$ cat src/rtl/mem_stage.sv
// Memory stage load/store unit: one outstanding bus transfer through an IDLE/BUSY/DONE FSM.
// Optional build macro MEM_TIMEOUT_EN enables the BUSY-cycle timeout abort (o_bus_err).
module mem_stage #(
  parameter int unsigned TIMEOUT_CYCLES = 255
) (
  input  logic        i_clk,
  input  logic        i_rst,
  input  logic [31:0] i_alu_result_DM,
  input  logic [31:0] i_rs2_data_DM,
  input  logic        i_lsu_wren_DM,
  input  logic        i_data_sel_DM,
  input  logic [2:0]  i_funct3_DM,
  output logic        o_bus_req,
  output logic        o_bus_we,
  output logic [31:0] o_bus_addr,
  output logic [31:0] o_bus_wdata,
  output logic [3:0]  o_bus_be,
  input  logic        i_bus_ack,
  input  logic [31:0] i_bus_rdata,
  output logic [31:0] o_ld_data,
  output logic        o_stall_mem,
  output logic        o_access_fault,
  output logic        o_bus_err,
  output logic [1:0]  dbg_state
);

  // Bus handshake: o_bus_req rises in BUSY and holds every bus output stable until the
  // single-cycle i_bus_ack; ack outside BUSY has no effect.
  typedef enum logic [1:0] {IDLE = 2'd0, BUSY = 2'd1, DONE = 2'd2} state_t;

  state_t      state, state_nxt;
  logic        req_any, legal, aligned, access_ok, fault_nxt, timeout_hit;
  logic [3:0]  be_nxt;
  logic [31:0] wdata_nxt, lane, ld_ext;
  logic [1:0]  addr_lo_q;
  logic [2:0]  funct3_q;

  assign dbg_state = state;

  always_comb begin
    req_any   = i_lsu_wren_DM | i_data_sel_DM;
    legal     = (i_funct3_DM == 3'b000) || (i_funct3_DM == 3'b001) || (i_funct3_DM == 3'b010) ||
                (i_funct3_DM == 3'b100) || (i_funct3_DM == 3'b101);
    aligned   = 1'b0;
    be_nxt    = 4'b1111;
    wdata_nxt = i_rs2_data_DM;
    case (i_funct3_DM[1:0])
      2'b00: begin
        aligned   = 1'b1;
        be_nxt    = 4'b0001 << i_alu_result_DM[1:0];
        wdata_nxt = {4{i_rs2_data_DM[7:0]}};
      end
      2'b01: begin
        aligned   = ~i_alu_result_DM[0];
        be_nxt    = 4'b0011 << i_alu_result_DM[1:0];
        wdata_nxt = {2{i_rs2_data_DM[15:0]}};
      end
      2'b10:   aligned = (i_alu_result_DM[1:0] == 2'b00);
      default: aligned = 1'b0;
    endcase
    access_ok = req_any & legal & aligned;
  end

  // Lane select uses the latched low address bits, not the live EX/MEM value.
  always_comb begin
    lane = i_bus_rdata >> {addr_lo_q, 3'b000};
    case (funct3_q)
      3'b000:  ld_ext = {{24{lane[7]}}, lane[7:0]};
      3'b001:  ld_ext = {{16{lane[15]}}, lane[15:0]};
      3'b100:  ld_ext = {24'd0, lane[7:0]};
      3'b101:  ld_ext = {16'd0, lane[15:0]};
      default: ld_ext = lane;
    endcase
  end

  always_ff @(posedge i_clk) begin
    if (i_rst) state <= IDLE;
    else       state <= state_nxt;
  end

  always_comb begin
    state_nxt   = state;
    o_stall_mem = 1'b0;
    fault_nxt   = 1'b0;
    case (state)
      IDLE: begin
        if (access_ok) begin
          state_nxt   = BUSY;
          o_stall_mem = 1'b1;
        end else begin
          fault_nxt = req_any;
        end
      end
      BUSY: begin
        o_stall_mem = 1'b1;
        if (i_bus_ack || timeout_hit) state_nxt = DONE;
      end
      DONE:    state_nxt = IDLE;
      default: state_nxt = IDLE;
    endcase
  end

`ifdef MEM_TIMEOUT_EN
  localparam int CW = ($clog2(TIMEOUT_CYCLES + 1) > 8) ? $clog2(TIMEOUT_CYCLES + 1) : 8;
  logic [CW-1:0] busy_cnt;
  // Counter holds (cycles spent in BUSY - 1), so the limit fires on the TIMEOUT_CYCLES-th cycle.
  assign timeout_hit = (busy_cnt == CW'(TIMEOUT_CYCLES - 1)) && !i_bus_ack;
`else
  logic unused_timeout_cfg;
  assign unused_timeout_cfg = |TIMEOUT_CYCLES;
  assign timeout_hit        = 1'b0;
  assign o_bus_err          = 1'b0;
`endif

  always_ff @(posedge i_clk) begin
    if (i_rst) begin
      o_bus_req      <= 1'b0;
      o_bus_we       <= 1'b0;
      o_bus_addr     <= 32'd0;
      o_bus_wdata    <= 32'd0;
      o_bus_be       <= 4'd0;
      o_ld_data      <= 32'd0;
      o_access_fault <= 1'b0;
      addr_lo_q      <= 2'd0;
      funct3_q       <= 3'd0;
`ifdef MEM_TIMEOUT_EN
      o_bus_err      <= 1'b0;
      busy_cnt       <= '0;
`endif
    end else begin
      o_access_fault <= fault_nxt;
`ifdef MEM_TIMEOUT_EN
      o_bus_err      <= 1'b0;
`endif
      case (state)
        IDLE: begin
          if (access_ok) begin
            o_bus_req   <= 1'b1;
            o_bus_we    <= i_lsu_wren_DM;
            o_bus_addr  <= {i_alu_result_DM[31:2], 2'b00};
            o_bus_wdata <= wdata_nxt;
            o_bus_be    <= be_nxt;
            addr_lo_q   <= i_alu_result_DM[1:0];
            funct3_q    <= i_funct3_DM;
`ifdef MEM_TIMEOUT_EN
            busy_cnt    <= '0;
`endif
          end
        end
        BUSY: begin
          if (i_bus_ack) begin
            o_bus_req <= 1'b0;
            if (!o_bus_we) o_ld_data <= ld_ext;
          end else if (timeout_hit) begin
            o_bus_req <= 1'b0;
            o_ld_data <= 32'd0;
`ifdef MEM_TIMEOUT_EN
            o_bus_err <= 1'b1;
`endif
          end else begin
`ifdef MEM_TIMEOUT_EN
            busy_cnt <= busy_cnt + 1'b1;
`endif
          end
        end
        default: ;
      endcase
    end
  end

endmodule

$ cat config.mk
export PLATFORM = sky130hd
export DESIGN_NAME = mem_stage
export DESIGN_NICKNAME = d
export VERILOG_FILES = /design/src/rtl/mem_stage.sv
export SDC_FILE = /design/constraint.sdc
export NUM_CORES = 1
export LEC_CHECK = 0
export ABC_AREA = 0
export CAP_MARGIN = 0
export CORE_ASPECT_RATIO = 1.2
export CORE_MARGIN = 1
export CORE_UTILIZATION = 46
export CTS_BUF_LIST = sky130_fd_sc_hd__clkbuf_4
export CTS_CLUSTER_DIAMETER = 120
export DETAILED_ROUTE_END_ITERATION = 8
export HOLD_SLACK_MARGIN = 0.08
export PLACE_DENSITY = 0.87
export SKIP_LAST_GASP = 1
export SLEW_MARGIN = 20
export SYNTH_ARGS = -nofsm -noshare
export SYNTH_HDL_FRONTEND = slang
export SYNTH_SLANG_ARGS = --single-unit
$ cat constraint.sdc
create_clock -name i_clk -period 5.7 [get_ports i_clk]
set_input_delay 0.855 -clock i_clk [delete_from_list [all_inputs] [get_ports i_clk]]
set_output_delay 0.855 -clock i_clk [all_outputs]
set_load 0.02 [all_outputs]
==> flow_summary_export.csv <==
group,metric,value,unit
hold_path,hp-class,"register to register",
worst_setup_path,start_kind,"input port",
timing,hold_viol,0,
cts,cts_hold_buf,0,
hold_path,whs_path_depth,2,
die,ios,211,
routing,drt_pass1_iterations,4,
worst_setup_path,r2r_start,"addr_lo_q[1]",
routing,wl_met2,7.17,mm
yosys,post_synth_inst_count,571,
routing,viasPerCell,5.51,
cells_and_area,layout_commonest_cell,"clkdlybuf4s50_1",
run_status,status,"completed",
cells_and_area,drive_gt1_share,4.79,%
power,p_leak,2.44,nW
power,powerDensity,240,mW/mm^2
cts,cts_setup_buffers,0,
cts,htreeDepth,3,
cts,cts_root_buf,"clkbuf_4",
cts,clock_latency,0.44,ns
cells_and_area,antennaDiodeCount,0,
routing,drc_errors,0,
worst_setup_path,worstPathMaxFanout,22,
yosys,ys_seq_area_share,46.3,%
cells_and_area,nFillCells,778,
timing,maxSlewHeadroom,24.9,%
die,rows,39,
die,core_area,0.00971,mm^2
worst_setup_path,cpMaxStageDelayCell,"clkdlybuf4s50_1",
worst_setup_path,cp_data_arrival_time,3.09,ns
placement,port_buffers,207,
routing,avgRoutedWirePerCell,16.6,um
die,dieWidth,94.0,um
timing,setup_viol_count_final,0,
timing,finalSetupTns,0,ns
cts,numCtsBuffers,9,
cts,clk_pin_slew,0.16,ns
routing,vias,4812,
cells_and_area,seqCellArea,0.00216,mm^2
worst_setup_path,endpoint_kind,"primary output",
die,dieArea,0.0106,mm^2
routing,first_iter_violations,200,
placement,dp_hpwl,10.5,mm
timing,slew_violations,0,
global_routing,grt_overflow_total,0,
global_routing,antenna_found_initial,0,
yosys,avgSynthCellArea,8.18,um^2
die,die_y,112,um
global_routing,grt_max_degree,109,
run,cap_violations,0,
global_routing,grt_pass1_vias,4692,
cts,cts_tree,"done",
timing,worst_pin_slew,1.13,ns
cells_and_area,multiInputGateArea,0.00230,mm^2
cts,clock-sinks,108,
timing,finalWorstSetupSlack,1.75,ns
global_routing,grt_pass1_wl,22.6,mm
cts,cts_resized,0,
power,vdd_drop_max,0.201,mV
placement,pre_cts_ws,1.78,ns
cells_and_area,fin_nets,850,
yosys,yosys_register_bits,108,
worst_setup_path,crit_chain,"clkdlybuf4s50_1 > buf_4 > or4_1 > a21oi_1 > nor2_1 > nor2_1 > clkdlybuf4s50_1",
timing,max_freq,253,MHz
worst_setup_path,rr_worst_depth,4,
routing,ant_nets,0,
timing,fin_worst_skew,0.0218,ns
worst_setup_path,cp.required,4.85,ns
timing,min_period_over_period,69.3,%
hold_path,hold_path_end,"o_bus_addr[24]",
timing,period_minus_slack,3.95,ns
routing,wl,14.5,mm
worst_setup_path,r2r_setup_slack,3.32,ns
yosys,synthDistinctLibCells,32,
worst_setup_path,criticalPathCategory,"input port to primary output",
yosys,syn-cell-area,0.00467,mm^2
routing,m1WireLength,5.79,mm
worst_setup_path,cpPeakStageDelay,0.63,ns
yosys,ys_warn_count,0,
hold_path,min-delay-start,"o_bus_addr[24]",
worst_setup_path,r2r-end,"o_ld_data[17]",
timing,rsz0062_at_grt,"false",
routing,route.top_layer_used,"met4",
cells_and_area,syn_to_final_growth,46.9,%
cells_and_area,layout_common_cells,"clkdlybuf4s50_1 (206), nand2_1 (130), dfxtp_1 (108)",
cts,clock_path_buffers,2,
routing,dr_wl_met3,1.02,mm
placement,gp_congestion,0.860,
global_routing,grt_util_all_layers,27.1,%
die,initial_utilization,48.1,%
[flip-flops by register name (all words and copies together) (netlist names)]
register,count
o_bus_we,1
o_bus_addr,30
o_bus_be,4
dbg_state,2
o_bus_req,1
o_access_fault,1
funct3_q,3
o_bus_wdata,32
addr_lo_q,2
o_ld_data,32
[metrics by stage]
step           utilization [%]  hold slack, ns  total power (W)  instances  cell area (um^2)
6_report                  70.6           0.465          0.00165        874              6860
5_1_grt                   70.6           0.481          0.00173        874              6860
4_1_cts                   70.5           0.466          0.00165        873              6850
3_5_place_dp              69.3           0.446          0.00132        857              6730
3_3_place_gp              69.3           0.441          0.00131        857              6730
2_1_floorplan                -           0.464          0.00109        573              4680
[critical path, delay by kind of cell]
kind	cells	cell delay (ns)
and+or+nand+nor	3	0.77
AOI/OAI and AO/OA	1	0.20
buffers and inverters	3	1.27
[report_power, final]
group / switching, W / internal (W) / total (W)
Combinational: 0.000244 / 0.000220 / 0.000464
Clock: 0.000244 / 0.0000947 / 0.000339
Sequential: 0.0000345 / 0.000809 / 0.000844
Total: 0.000523 / 0.00112 / 0.00165
[Yosys cell counts]
cell type  number  area share (%)
nand2_1       130              10
dfxtp_1       108              46
a21oi_1        86             9.2
nor2_1         50             4.0
clkbuf_1       38             3.1
mux2i_1        32             6.9
a211oi_1       26             4.2
o211ai_1       17             2.7
nor3_1         15             1.6
o21ai_0        10             1.1
a311oi_1        9             1.7
mux2_2          8             1.9
o2bb2ai_1       7             1.3
buf_2           5            0.54
buf_4           5            0.80
a21o_1          4            0.64
buf_1           4            0.32
nor2b_1         3            0.40
a2111o_1        1            0.24
a2111oi_4       1            0.59
and3_1          1            0.13
clkinv_1        1           0.080
conb_1          1           0.080
inv_1           1           0.080
mux4_2          1            0.48
nand2b_1        1            0.13
nand3b_1        1            0.16
nand4bb_1       1            0.24
nor4_1          1            0.13
nor4b_1         1            0.19
or2_2           1            0.13
or4_1           1            0.16
[metal layers]
layer | up-vias | GRT usage [%]
li1 | 2325 | -
met1 | 2244 | 32.4
met2 | 205 | 45.4
met3 | 38 | 5.56
met4 | 0 | 14.2
met5 | - | 0
[cell families after synthesis]
kind of cell	synth area share (%)
and+or+nand+nor	17.8
muxes	9.27
buffers and inverters	4.88
other	0.0803
DFF	46.3
AOI/OAI and AO/OA	21.7
[worst max path at each step]
stage | startpoint | to | slack (ns) | cells past startpoint
global placement | i_funct3_DM[0] | o_stall_mem | 1.81 | 7
floorplan | i_funct3_DM[2] | o_stall_mem | 2.85 | 4
global route | i_funct3_DM[0] | o_stall_mem | 1.65 | 7
finish | i_funct3_DM[0] | o_stall_mem | 1.75 | 7
detailed placement | i_funct3_DM[0] | o_stall_mem | 1.78 | 7
CTS | i_funct3_DM[0] | o_stall_mem | 1.76 | 7
[final cells by class]
cell class,count,area share (%)
clock buffer,10,1.09
tap,123,2.24
clock inverter,6,0.602
timing repair buffer,214,30.9
sequential,108,31.5
inverter,2,0.109
multi-input combinational,411,33.5
(Power assumes the default switching activity.)
